--- src/rtl/i2c_reg_responder_if.sv ---
// Two-wire bus pins seen by the i2c_reg_responder.
// The pad ties SDA's output to 0, so oSDA_OE=1 pulls the line low.
interface i2c_reg_responder_if;
   logic iSCL;
   logic iSDA;
   logic oSDA_OE;

   modport master (output iSCL, output iSDA, input oSDA_OE);
   modport slave  (input iSCL, input iSDA, output oSDA_OE);
endinterface

--- src/rtl/i2c_reg_responder.sv ---
// I2C target: dev addr, sub-addr, data bytes into a REG_NUM x 8 register file.
// Define I2C_READ_EN to build the read-transfer path (R/W=1).
module i2c_reg_responder #(
   parameter logic [6:0] DEV_ADDR = 7'h1A,
   parameter int         REG_NUM  = 32,
   parameter int         FILT_LEN = 3,
   localparam int        AW       = $clog2(REG_NUM)
) (
   input  logic          iCLK,
   input  logic          iRST_N,
   i2c_reg_responder_if.slave bus,
   output logic          oWR_STB,
   output logic [AW-1:0] oWR_ADDR,
   output logic [7:0]    oWR_DATA,
   input  logic [AW-1:0] iRD_ADDR,
   output logic [7:0]    oRD_DATA,
   output logic          oBUSY
);

   localparam int CW = $clog2(FILT_LEN + 1);

   typedef enum logic [3:0] {
      IDLE, DEV, DEV_ACK, SUB, SUB_ACK, WR, WR_ACK, WAIT
`ifdef I2C_READ_EN
      , RD, RD_ACK
`endif
   } state_t;

   state_t        state, stateN;
   logic [1:0]    sync1, sync2, filt;
   logic [CW-1:0] fcnt [2];
   logic          sclD, sdaD;
   logic          sclF, sdaF;
   logic          sclRise, sclFall, startDet, stopDet;
   logic [7:0]    regs [REG_NUM];
   logic [6:0]    shReg, shN;
   logic [3:0]    bitCnt, cntN;
   logic [AW-1:0] ptr, ptrN;
   logic          sdaOe, oeN;
   logic          busy, busyN;
   logic          ackPh, ackPhN;
   logic          we;
   logic [7:0]    byteIn;
`ifdef I2C_READ_EN
   logic          rdMode, rdModeN;
   logic [7:0]    rdByte;
`endif

   assign sclF     = filt[1];
   assign sdaF     = filt[0];
   assign sclRise  = sclF & ~sclD;
   assign sclFall  = ~sclF & sclD;
   assign startDet = sclF & sclD & sdaD & ~sdaF;
   assign stopDet  = sclF & sclD & ~sdaD & sdaF;
   assign byteIn   = {shReg, sdaF};
   assign oRD_DATA = regs[iRD_ADDR];
   assign oBUSY    = busy;
   assign bus.oSDA_OE = sdaOe;
`ifdef I2C_READ_EN
   assign rdByte   = regs[ptr];
`endif

   // Synchronize pads, then hold each level until FILT_LEN equal samples.
   always_ff @(posedge iCLK or negedge iRST_N) begin
      if (!iRST_N) begin
         sync1 <= 2'b11;
         sync2 <= 2'b11;
         filt  <= 2'b11;
         sclD  <= 1'b1;
         sdaD  <= 1'b1;
         for (int i = 0; i < 2; i++) fcnt[i] <= '0;
      end else begin
         sync1 <= {bus.iSCL, bus.iSDA};
         sync2 <= sync1;
         sclD  <= filt[1];
         sdaD  <= filt[0];
         for (int i = 0; i < 2; i++) begin
            if (sync2[i] == filt[i]) begin
               fcnt[i] <= '0;
            end else if (fcnt[i] == CW'(FILT_LEN - 1)) begin
               filt[i] <= sync2[i];
               fcnt[i] <= '0;
            end else begin
               fcnt[i] <= fcnt[i] + CW'(1);
            end
         end
      end
   end

   // State register.
   always_ff @(posedge iCLK or negedge iRST_N) begin
      if (!iRST_N) state <= IDLE;
      else         state <= stateN;
   end

   // Next state and next datapath values; START/STOP override any state.
   always_comb begin
      stateN = state;
      shN    = shReg;
      cntN   = bitCnt;
      ptrN   = ptr;
      oeN    = sdaOe;
      busyN  = busy;
      ackPhN = ackPh;
      we     = 1'b0;
`ifdef I2C_READ_EN
      rdModeN = rdMode;
`endif
      if (stopDet) begin
         stateN = IDLE;
         oeN    = 1'b0;
         busyN  = 1'b0;
         ackPhN = 1'b0;
      end else if (startDet) begin
         stateN = DEV;
         cntN   = 4'd0;
         oeN    = 1'b0;
         ackPhN = 1'b0;
      end else begin
         unique case (state)
            DEV, SUB, WR: begin
               if (sclRise) begin
                  shN  = byteIn[6:0];
                  cntN = bitCnt + 4'd1;
                  if (bitCnt == 4'd7) begin
                     cntN = 4'd0;
                     if (state == DEV) begin
                        stateN = WAIT;
                        if (byteIn[7:1] == DEV_ADDR && !byteIn[0]) begin
                           stateN = DEV_ACK;
                           busyN  = 1'b1;
`ifdef I2C_READ_EN
                           rdModeN = 1'b0;
                        end else if (byteIn[7:1] == DEV_ADDR) begin
                           stateN  = DEV_ACK;
                           busyN   = 1'b1;
                           rdModeN = 1'b1;
`endif
                        end
                     end else if (state == SUB) begin
                        stateN = WAIT;
                        if ({1'b0, byteIn} < 9'(REG_NUM)) begin
                           stateN = SUB_ACK;
                           ptrN   = byteIn[AW-1:0];
                        end
                     end else begin
                        stateN = WR_ACK;
                        we     = 1'b1;
                        ptrN   = ptr + AW'(1);
                     end
                  end
               end
            end
            DEV_ACK, SUB_ACK, WR_ACK: begin
               if (sclFall) begin
                  if (!ackPh) begin
                     oeN    = 1'b1;
                     ackPhN = 1'b1;
                  end else begin
                     oeN    = 1'b0;
                     ackPhN = 1'b0;
                     stateN = (state == DEV_ACK) ? SUB : WR;
`ifdef I2C_READ_EN
                     if (state == DEV_ACK && rdMode) begin
                        stateN = RD;
                        shN    = rdByte[6:0];
                        oeN    = ~rdByte[7];
                        cntN   = 4'd0;
                     end
`endif
                  end
               end
            end
`ifdef I2C_READ_EN
            RD: begin
               if (sclRise) begin
                  cntN = bitCnt + 4'd1;
               end else if (sclFall) begin
                  if (bitCnt == 4'd8) begin
                     oeN    = 1'b0;
                     cntN   = 4'd0;
                     stateN = RD_ACK;
                  end else begin
                     oeN = ~shReg[6];
                     shN = {shReg[5:0], 1'b0};
                  end
               end
            end
            RD_ACK: begin
               if (sclRise) begin
                  if (sdaF) begin
                     stateN = WAIT;
                  end else begin
                     ackPhN = 1'b1;
                     ptrN   = ptr + AW'(1);
                  end
               end else if (sclFall && ackPh) begin
                  ackPhN = 1'b0;
                  stateN = RD;
                  shN    = rdByte[6:0];
                  oeN    = ~rdByte[7];
                  cntN   = 4'd0;
               end
            end
`endif
            IDLE, WAIT: begin
               stateN = state;
            end
            default: stateN = IDLE;
         endcase
      end
   end

   // Datapath registers follow the values chosen above.
   always_ff @(posedge iCLK or negedge iRST_N) begin
      if (!iRST_N) begin
         shReg  <= '0;
         bitCnt <= '0;
         ptr    <= '0;
         sdaOe  <= 1'b0;
         busy   <= 1'b0;
         ackPh  <= 1'b0;
`ifdef I2C_READ_EN
         rdMode <= 1'b0;
`endif
      end else begin
         shReg  <= shN;
         bitCnt <= cntN;
         ptr    <= ptrN;
         sdaOe  <= oeN;
         busy   <= busyN;
         ackPh  <= ackPhN;
`ifdef I2C_READ_EN
         rdMode <= rdModeN;
`endif
      end
   end

   // Register file write and the matching one-cycle strobe.
   always_ff @(posedge iCLK or negedge iRST_N) begin
      if (!iRST_N) begin
         for (int i = 0; i < REG_NUM; i++) regs[i] <= '0;
         oWR_STB  <= 1'b0;
         oWR_ADDR <= '0;
         oWR_DATA <= '0;
      end else begin
         oWR_STB <= we;
         if (we) begin
            regs[ptr] <= byteIn;
            oWR_ADDR  <= ptr;
            oWR_DATA  <= byteIn;
         end
      end
   end

endmodule

--- src/flat_wrapper.sv ---
// flat-port wrapper written by rule: the top's interface ports become plain ports
module i2c_reg_responder_flat 
#(
   parameter logic [6:0] DEV_ADDR = 7'h1A,
   parameter int         REG_NUM  = 32,
   parameter int         FILT_LEN = 3,
   localparam int        AW       = $clog2(REG_NUM)
)
  (iCLK, iRST_N, oWR_STB, oWR_ADDR, oWR_DATA, iRD_ADDR, oRD_DATA, oBUSY, bus_iSCL, bus_iSDA, bus_oSDA_OE);
  i2c_reg_responder_if bus_i ();
  input  logic iCLK;
  input  logic iRST_N;
  output logic oWR_STB;
  output logic [AW-1:0] oWR_ADDR;
  output logic [7:0] oWR_DATA;
  input  logic [AW-1:0] iRD_ADDR;
  output logic [7:0] oRD_DATA;
  output logic oBUSY;
  input wire logic [$bits(bus_i.iSCL)-1:0] bus_iSCL;
  input wire logic [$bits(bus_i.iSDA)-1:0] bus_iSDA;
  output wire logic [$bits(bus_i.oSDA_OE)-1:0] bus_oSDA_OE;
  assign bus_i.iSCL = bus_iSCL;
  assign bus_i.iSDA = bus_iSDA;
  assign bus_oSDA_OE = bus_i.oSDA_OE;
  i2c_reg_responder #(.DEV_ADDR(DEV_ADDR), .REG_NUM(REG_NUM), .FILT_LEN(FILT_LEN)) u_core (.iCLK(iCLK), .iRST_N(iRST_N), .bus(bus_i), .oWR_STB(oWR_STB), .oWR_ADDR(oWR_ADDR), .oWR_DATA(oWR_DATA), .iRD_ADDR(iRD_ADDR), .oRD_DATA(oRD_DATA), .oBUSY(oBUSY));
endmodule
--- config.mk ---
export PLATFORM = sky130hd
export DESIGN_NAME = i2c_reg_responder_flat
export DESIGN_NICKNAME = d
export VERILOG_FILES = /design/src/rtl/i2c_reg_responder_if.sv /design/src/rtl/i2c_reg_responder.sv /design/src/flat_wrapper.sv
export SDC_FILE = /design/constraint.sdc
export NUM_CORES = 1
export LEC_CHECK = 0
export CAP_MARGIN = 5
export CORE_MARGIN = 8
export CORE_UTILIZATION = 56
export DETAILED_ROUTE_END_ITERATION = 10
export GPL_ROUTABILITY_DRIVEN = 1
export PLACE_DENSITY = 0.76
export SETUP_SLACK_MARGIN = 0.02
export SKIP_LAST_GASP = 1
export SLEW_MARGIN = 20
export SYNTH_ARGS = -nofsm -noshare
export SYNTH_HDL_FRONTEND = slang
export SYNTH_SLANG_ARGS = --single-unit
--- constraint.sdc ---
create_clock -name iCLK -period 2.41 [get_ports iCLK]
set_input_delay 0.3615 -clock iCLK [delete_from_list [all_inputs] [get_ports iCLK]]
set_output_delay 0.3615 -clock iCLK [all_outputs]
set_load 0.02 [all_outputs]
# Word level (Yosys, flattened, before mapping)
# Cells that the tools add are included.
[classes]
n_lt_le_gt_ge = 4
bitwise = 18
n_reduce_logical = 24
n_eq_ne = 20
add_sub_neg = 4
muxes = 47
[ops]
columns = ["op", "count"]
rows = [
  ["$bwmux W256", 1],
  ["$mux W4", 11],
  ["$bmux W8 S5", 1],
  ["$demux W8 S5", 1],
  ["$mux W8", 3],
  ["$eq A4 B3 Y1 const B", 5],
  ["$mux W1", 19],
  ["$ne A4 B1 Y1 const B", 4],
  ["$reduce_bool A2 Y1", 7],
  ["$ge A6 B6 Y1 const B", 2],
  ["$mux W2", 6],
  ["$not A5 Y6", 2],
  ["$pmux W4 S3", 1],
  ["$mux W5", 2],
  ["$not A1 Y1", 9],
  ["$eq A4 B2 Y1 const B", 2],
  ["$lt A8 B6 Y1 const B", 1],
  ["$and A1 B1 Y1", 7],
  ["$eq A7 B5 Y1 const B", 1],
  ["$reduce_and A7 Y1", 1],
  ["$lt A6 B1 Y1 const B", 1],
  ["$mux W3", 2],
  ["$reduce_and A2 Y1", 3],
  ["$reduce_and A6 Y1", 1],
  ["17 further kinds", 24],
]
[word_totals]
out_inout_bits = 24
reg_bits = 304
word_cells = 166

# Logic depth before layout (Yosys ltp)
# Gate-level depths: netlist (run 1).
[logic_depth]
depth_word = 9
ltp_mapped = 7

# Least setup slack after synthesis (run 1)
# No wires, ideal clock.
[synth_path]
path_type = "input-to-output"
start = "in iRD_ADDR[2]"
end = "out oRD_DATA[0]"
path_buffers = 2
setup_slack_ns = -0.065
arrival_time_ns = 2.113
required_time_ns = 2.049
path_stages = 5
cell_sequence = "clkbuf_1 > buf_1 > mux4_2 > mux4_2 > mux2_2"
[synth_between]
elab_chain_cells = 4
[synth_rtl]
columns = ["element", "line_no", "text"]
rows = [
  ["start, declared", "flat_wrapper.sv:16", "input logic [AW-1:0] iRD_ADDR;"],
  ["$not A5 Y6 (implied by the code)", "i2c_reg_responder.sv:56", "assign oRD_DATA = regs[iRD_ADDR];"],
  ["$bmux W8 S5", "i2c_reg_responder.sv:56", ""],
  ["$mux W8 (implied by the code) (2 in a row)", "i2c_reg_responder.sv:56", ""],
  ["end, declared", "flat_wrapper.sv:17", "output logic [7:0] oRD_DATA;"],
]
# Every way passes these cells. The select of a mux whose other input is x is not followed.

# Worst setup path after layout (run 1)
[layout_path]
start = "reg u_core.regs[76] in the netlist's numbering"
end = "out oRD_DATA[4]"
[layout_between]
elab_chain_cells = 3
[layout_rtl]
columns = ["element", "line_no", "text"]
rows = [
  ["start, declared", "i2c_reg_responder.sv:35", "logic [7:0] regs [REG_NUM];"],
  ["start signal, assigned by index", "i2c_reg_responder.sv:249", "regs[ptr] <= byteIn;"],
  ["$bmux W8 S5", "i2c_reg_responder.sv:56", ""],
  ["$mux W8 (implied by the code) (2 in a row)", "i2c_reg_responder.sv:56", ""],
]
# Every way passes these cells. The select of a mux whose other input is x is not followed.

==> flow_metrics.py, run 1 <==
metrics = {
    "placement": {
        "place.gp.congestion": 0.830,
        "placedCellCount": 1267,
        "port_buffers": 32,
        "dp_hpwl_mm": 20.4,
    },
    "timing": {
        "maxSlewViolCount": 0,
        "layout_setup_ws_ns": -0.305,
        "holdWs_ns": 0.260,
        "period_share_pct": 113,
        "clock_skew_ns": 0.0219,
        "rsz0062_at_grt": "true",
        "fmax_ghz": 0.368,
        "slew_headroom_pct": 56.5,
        "fin_crit_ns": 2.71,
        "hold_viol_final": 0,
        "setup_viol": 8,
        "tightest_slew_ns": 0.653,
    },
    "hold_path": {
        "hp-class": "in -> reg",
        "hold_start": "bus_iSCL",
        "holdPathStages": 1,
        "min_to": "u_core.sync1[1]$_DFF_PN1_",
    },
    "clocking": {
        "htree_levels": 2,
        "clockBufferDepth": 3,
        "cts_tree": "done",
        "insertion_delay_ns": 0.51,
        "cts.clk_slew.worst_paths_ns": 0.06,
        "cts_root_buf": "clkbuf_16",
        "cts_num_sinks": 303,
        "cts_buffers": 34,
    },
    "drt": {
        "wire_per_inst_um": 23.3,
        "drtPass1Iterations": 5,
        "first_iter_violations": 526,
        "via_per_inst": 6.03,
        "drtAntennaViolNets": 0,
        "routed_wl_mm": 31.0,
        "route.detailed.drc": 0,
        "route.vias.total": 8021,
    },
    "global_routing": {
        "grt_pass1_vias": 8487,
        "gr-usage-met3_pct": 4.32,
        "busiest_layer": "met2",
        "grt_first_pass_wirelength_mm": 49.9,
        "grt_usage_pct": 20.7,
        "grt_max_degree": 69,
        "overflow": 0,
        "use_met1_pct": 30.2,
        "antenna_found_initial": 0,
        "grtUsageMet2_pct": 31.5,
    },
    "status": {
        "status": "finished with violations",
        "violations": "negative setup slack",
    },
    "yosys": {
        "postSynth.asyncResetShare_pct": 100,
        "synth_cells": 895,
        "yosys_warnings": 0,
        "synth_top_area_share_pct": 52.2,
        "synthDistinctLibCells": 46,
        "ys.flop_type": "dfrtp_1",
        "seq_area_frac_synth_pct": 53.7,
        "syn_area_per_cell_um2": 15.8,
        "synth_area_leader_cell": "dfrtp_1",
        "synth_area_leaders": "dfrtp_1 (52%), mux2_2 (22%), mux4_2 (13%)",
        "synth_fp_nets": 909,
        "synth_edf_count": 0,
        "synth_area_um2": 14100,
        "ys_seq_elements": 303,
    },
    "power_and_ir_drop": {
        "power_mw": 11.2,
        "peakVddDrop_mv": 0.557,
        "p_per_area_nw_per_um2": 677,
        "p_leak_nw": 8.04,
    },
    "final_layout": {
        "fin_nets": 991,
        "n_antenna_cell": 0,
        "n_fill_cell": 1718,
        "layout-drive-gt1-share_pct": 54.4,
        "postLayoutCoreUtil_pct": 66.2,
        "final_cells": 1331,
        "synthToLayoutAreaGrowth_pct": 16.7,
    },
    "floorplanning": {
        "dieArea_um2": 30600,
        "dieHeight_um": 175,
        "die_w_um": 175,
        "num_io_pins": 33,
        "rows": 58,
        "initial_core_util_pct": 56.7,
        "placeableCoreArea_um2": 25000,
    },
    "worst_setup_path": {
        "endpoint_kind": "primary output",
        "cp-start-kind": "register",
        "r2r_setup_slack_ns": 0.23,
        "cp_data_required_time_ns": 2.05,
        "critPathMaxFanout": 2,
        "r2r-start": "u_core.bitCnt[0]$_DFFE_PN0P_",
        "r2r_cells": 6,
        "path_class": "reg -> out",
        "arrival_ns": 2.35,
        "r2r-end": "u_core.regs[20]$_DFFE_PN0P_",
    },
    "job": {
        "max_cap_violations": 0,
    },
}
cells in the final DEF, fill, tap and decap left out, types with 3 or more instances in the layout:
cell type        count
dfrtp_1            295
clkbuf_8             7
mux4_2              80
nor2_1              13
ha_1                 5
a211oi_1             4
o21ai_0              9
nand2b_1             5
clkbuf_1             6
o31ai_1              3
buf_6                8
nor3_2               6
buf_4               63
nor3_4              26
nand3_1              9
mux2_4               8
clkdlybuf4s50_1     21
nand3_4              3
clkinv_2             8
mux2i_1              5
xnor2_1              3
a2bb2oi_1            3
inv_1                5
nand3b_1             6
clkbuf_16           35
inv_6                3
dfstp_2              8
nor3_1               8
a21oi_1              7
nand2_1             28
buf_12              17
mux2_1               3
mux2_2             264
sequential cells by signal, summed over array words and instances (netlist names):
signal / count
u_core.filt: 2
u_core.sdaD: 1
u_core.state: 3
u_core.bus.oSDA_OE: 1
u_core.oWR_ADDR: 5
u_core.bitCnt: 4
u_core.regs: 256
u_core.oWR_DATA: 8
u_core.oBUSY: 1
u_core.ptr: 5
u_core.sclD: 1
u_core.fcnt: 4
u_core.shReg: 7
u_core.oWR_STB: 1
u_core.sync2: 2
u_core.sync1: 2
cell type report:
class,count,area [um^2],share of cell area [%]
sequential,303,7590,46.0
multi-input combinational,521,6260,37.9
timing repair buffer,112,1140,6.92
clock buffer,48,995,6.02
tap,330,413,2.50
clock inverter,12,96.3,0.583
inverter,5,18.8,0.114
worst max-delay path, stage by stage, from the launching register on:
cell     delay, ns
dfrtp_1       0.38
mux4_2        0.52
mux4_2        0.49
mux2_4        0.31
buf_6         0.14
cell families after synthesis:
logic type / Yosys count / share of synthesized area (%)
multiplexers: 360 / 35.0
flip-flops: 303 / 53.7
AND/OR/NAND/NOR: 120 / 6.90
buffers and inverters: 71 / 2.33
AO/OA/AOI/OAI: 32 / 1.45
adder cells (fa/ha/maj): 5 / 0.442
XOR/XNOR: 4 / 0.248
repair_timing:
| item | CTS | global route |
|---|---|---|
| endpoints found under the hold margin | 60 | 0 |
| hold buffers | 1 | 0 |
| resized for setup | 56 | 1 |
| pin swaps | 0 | 1 |
| setup buffers | 1 | 2 |
| endpoints found under the setup margin | 8 | 38 |
per-stage QoR:
step | setup TNS [ns] | setup slack [ns] | cell area, um^2
3_3_place_gp | -4.94 | -0.639 | 15300
4_1_cts | -2.43 | -0.310 | 16500
6_report | -2.35 | -0.305 | 16500
2_1_floorplan | 0 | 0.0674 | 14200
5_1_grt | -2.64 | -0.344 | 16500
3_5_place_dp | -4.96 | -0.636 | 15300
Yosys cell counts, drive strengths merged, types with 2 or more instances:
cell type	count
nor2b	2
a21oi	7
and3b	2
a211oi	4
nor3b	2
and3	2
nand2	29
nand3	13
buf	25
inv	5
mux2	275
nand2b	5
a2bb2oi	3
dfrtp	295
dfstp	8
mux2i	5
clkbuf	41
mux4	80
a31o	2
o31ai	3
o21ai	9
ha	5
nand3b	6
xnor2	3
nor3	40
nor2	13
worst max-delay path by stage:
stage	cells after the start	end	slack [ns]	from
detailed placement	6	oRD_DATA[4]	-0.64	iRD_ADDR[1]
CTS	4	oRD_DATA[0]	-0.31	u_core.regs[0]$_DFFE_PN0P_
floorplan	5	oRD_DATA[0]	0.07	iRD_ADDR[1]
global placement	6	oRD_DATA[4]	-0.64	iRD_ADDR[1]
finish	4	oRD_DATA[4]	-0.30	u_core.regs[76]$_DFFE_PN0P_
global route	4	oRD_DATA[0]	-0.34	u_core.regs[184]$_DFFE_PN0P_
metal layers:
metal	vias to the layer above	part of all wire, %
met1	4271	46
met2	205	46
met3	45	5.8
met4	0	2.0
li1	3500	-
met5	-	0
power by group:
| part | total [mW] | internal [mW] | switching [mW] |
|---|---|---|---|
| registers | 5.30 | 5.21 | 0.0964 |
| clock network | 5.01 | 2.99 | 2.01 |
| logic | 0.872 | 0.272 | 0.600 |
No activity file was read; power rests on OpenSTA's default activity.
==> run 2, diff against run 1 <==
--- a/config.mk
+++ b/config.mk
@@ -5,6 +5,7 @@
 export SDC_FILE = /design/constraint.sdc
 export NUM_CORES = 1
 export LEC_CHECK = 0
+export ABC_CLOCK_PERIOD_IN_PS = 2410
 export CAP_MARGIN = 5
 export CORE_MARGIN = 8
 export CORE_UTILIZATION = 56
@@ -13,7 +14,7 @@
 export PLACE_DENSITY = 0.76
 export SETUP_SLACK_MARGIN = 0.02
 export SKIP_LAST_GASP = 1
-export SLEW_MARGIN = 20
+export SLEW_MARGIN = 25
 export SYNTH_ARGS = -nofsm -noshare
 export SYNTH_HDL_FRONTEND = slang
 export SYNTH_SLANG_ARGS = --single-unit
==> results of run 2 <==
The final DEF is identical to that of run 1; final timing and power are the same.
==> run 3, diff against run 2 <==
--- a/config.mk
+++ b/config.mk
@@ -8,10 +8,9 @@
 export ABC_CLOCK_PERIOD_IN_PS = 2410
 export CAP_MARGIN = 5
 export CORE_MARGIN = 8
-export CORE_UTILIZATION = 56
+export CORE_UTILIZATION = 23
 export DETAILED_ROUTE_END_ITERATION = 10
 export GPL_ROUTABILITY_DRIVEN = 1
-export PLACE_DENSITY = 0.76
 export SETUP_SLACK_MARGIN = 0.02
 export SKIP_LAST_GASP = 1
 export SLEW_MARGIN = 25
==> run 3 against run 2 <==
First-iteration DRC count decreased by 5.5%. Critical path type unchanged. Non-clock buffer count decreased by 3. The run still ends with negative setup slack left. Power increased by 1.3%. Wire length increased by 12%. Sequential cell count unchanged. Utilization decreased by 38 points. Clock power increased by 3%. Fmax decreased by 2.2%. Final area increased by 5.1%. Clock-buffer cell count decreased by 6.
==> flow_metrics.py, run 3 (synthesized netlist as in run 1, its figures left out) <==
metrics = {
    "worst_setup_path": {
        "path_cells": "mux4_2, mux4_2, mux2_4, buf_6",
        "crit_path_max_incr_delay_ns": 0.52,
        "r2r_cells": 6,
        "cp_common_cell": "mux4_2",
        "critPathMaxFanout": 2,
        "arrival_ns": 2.41,
        "slowest_stage": "mux4_2",
        "crit_start": "u_core.regs[85]$_DFFE_PN0P_",
        "r2r_setup_slack_ns": 0.20,
        "r2r-end": "u_core.regs[179]$_DFFE_PN0P_",
        "path_class": "reg -> out",
        "endpoint_kind": "primary output",
        "cp_data_required_time_ns": 2.05,
        "r2r-start": "u_core.bitCnt[0]$_DFFE_PN0P_",
        "cp-start-kind": "register",
    },
    "timing": {
        "fin_setup_tns_ns": -2.75,
        "slew_headroom_pct": 62.4,
        "layout_setup_ws_ns": -0.365,
        "tightest_slew_ns": 0.564,
        "setup_viol": 8,
        "fmax_ghz": 0.360,
        "hold_viol_final": 0,
        "fin_crit_ns": 2.78,
        "clock_skew_ns": 0.0169,
        "maxSlewViolCount": 0,
        "period_share_pct": 115,
        "rsz0062_at_grt": "true",
    },
    "drt": {
        "route.vias.total": 8020,
        "drtPass1Iterations": 4,
        "wire_per_inst_um": 19.5,
        "first_iter_violations": 497,
        "routed_wl_mm": 34.8,
        "drtAntennaViolNets": 0,
        "via_per_inst": 4.49,
        "route.detailed.drc": 0,
    },
    "global_routing": {
        "antenna_found_initial": 0,
        "busiest_layer": "met2",
        "overflow": 0,
        "use_met1_pct": 13.1,
        "grt_max_degree": 78,
        "grt_usage_pct": 9.88,
        "grtUsageMet2_pct": 17.0,
        "gr-usage-met3_pct": 0.995,
        "grt_pass1_vias": 8562,
        "grt_first_pass_wirelength_mm": 54.2,
    },
    "status": {
        "violations": "negative setup slack",
        "status": "finished with violations",
    },
    "power_and_ir_drop": {
        "p_int_mw": 8.56,
        "p_sw_share_pct": 24.4,
        "power_mw": 11.3,
        "p_leak_nw": 8.08,
        "p_clk_share_pct": 45.6,
        "p_switching_mw": 2.77,
        "peakVddDrop_mv": 0.531,
        "p_comb_share_pct": 7.8,
        "seqPwrFrac_pct": 46.6,
        "p_per_area_nw_per_um2": 653,
    },
    "final_layout": {
        "fin_nets": 985,
        "final_common_cell": "dfrtp_1",
        "layout-drive-gt1-share_pct": 54.2,
        "reg_top3": "u_core.regs: 256 flops, u_core.oWR_DATA: 8 flops, u_core.shReg: 7 flops",
        "n_fill_cell": 6091,
        "fin_area_um2": 17400,
        "final_cell_mix": "dfrtp_1 (295), mux2_2 (264), mux4_2 (80), buf_4 (38), buf_12 (37)",
        "largest_reg_flops": 256,
        "regMostFlops": "u_core.regs",
        "n_antenna_cell": 0,
        "postLayoutCoreUtil_pct": 28.3,
        "synthToLayoutAreaGrowth_pct": 22.7,
    },
    "clocking": {
        "cts_buffers": 31,
        "cts.clk_slew.worst_paths_ns": 0.06,
        "clockBufferDepth": 3,
        "cts_root_buf": "clkbuf_16",
        "cts_tree": "done",
        "htree_levels": 1,
        "insertion_delay_ns": 0.59,
        "cts_num_sinks": 303,
    },
    "placement": {
        "place.gp.congestion": 0.768,
        "port_buffers": 32,
        "pre_cts_slack_ns": -0.645,
        "dpl-instance-area_um2": 16100,
        "dp_hpwl_mm": 23.2,
    },
    "hold_path": {
        "holdPathStages": 1,
        "min_to": "u_core.sync1[1]$_DFF_PN1_",
        "hold_start": "bus_iSCL",
        "hp-class": "in -> reg",
    },
    "floorplanning": {
        "dieArea_um2": 69700,
        "num_io_pins": 33,
        "rows": 91,
        "die_w_um": 264,
        "initial_core_util_pct": 23.1,
        "placeableCoreArea_um2": 61300,
        "dieHeight_um": 264,
    },
    "job": {
        "max_cap_violations": 0,
    },
}
==> run 3: changes by cell type in the layout (fill, tap and decap cells not counted), sizes merged <==
cell,previous run,this run
clkinv,8,7
clkinvlp,0,2
bufinv,1,5
clkbuf,48,42
inv,8,7
bufbuf,0,1
buf,90,86
==> run 3: layer usage <==
layer / vias up / part of all wire [%] / routed length, um
li1: 3483 / - / -
met1: 4365 / 44 / 15400
met2: 119 / 50 / 17400
met3: 53 / 3.5 / 1210
met4: 0 / 2.4 / 823
met5: - / 0 / 0
==> run 3: power by group through the flow <==
stage	combinational [mW]	clock [mW]	sequential, mW
4_1_cts	0.893	5.31	5.28
3_3_place_gp	0.857	0	5.37
5_1_grt	0.972	5.51	5.29
6_report	0.879	5.17	5.28
3_5_place_dp	0.876	0	5.38
2_1_floorplan	0.515	0	5.36
==> run 3: worst max path at each step <==
stage                              to  slack [ns]  cells after the start
final                     oRD_DATA[5]       -0.37                      4
after CTS                 oRD_DATA[4]       -0.42                      4
after global routing      oRD_DATA[2]       -0.42                      4
after detailed placement  oRD_DATA[6]       -0.64                      6
after global placement    oRD_DATA[5]       -0.66                      6
after floorplan           oRD_DATA[0]        0.07                      5
==> run 3: worst max-delay path, delay by kind of cell, from the launching register on <==
| family | cells | cell delay, ns |
|---|---|---|
| flip-flops | 1 | 0.39 |
| multiplexers | 3 | 1.31 |
| buffers and inverters | 1 | 0.14 |
==> run 3: timing repair <==
| action | 4_1_cts | 5_1_grt |
|---|---|---|
| endpoints found under the hold margin | 55 | 0 |
| setup buffers | 1 | 1 |
| endpoints found under the setup margin | 8 | 130 |
| hold buffers | 1 | 0 |
| cloned | 1 | 0 |
| resized for setup | 51 | 1 |
==> run 3: cell type report <==
type	count	area (um^2)	area share (%)
flip-flops and latches	303	7590	43.7
inverters	5	18.8	0.108
clock buffers	42	867	5.00
repair buffers	109	1400	8.07
clock inverters	16	233	1.34
well taps	790	988	5.69
multi-input cells	521	6260	36.1
==> run 3: through the flow <==
step | hold slack [ns] | std cells
finish | 0.192 | 1786
global route | 0.175 | 1786
CTS | 0.161 | 1785
detailed placement | 0.351 | 1724
global placement | 0.348 | 1724
floorplan | 0.0659 | 895
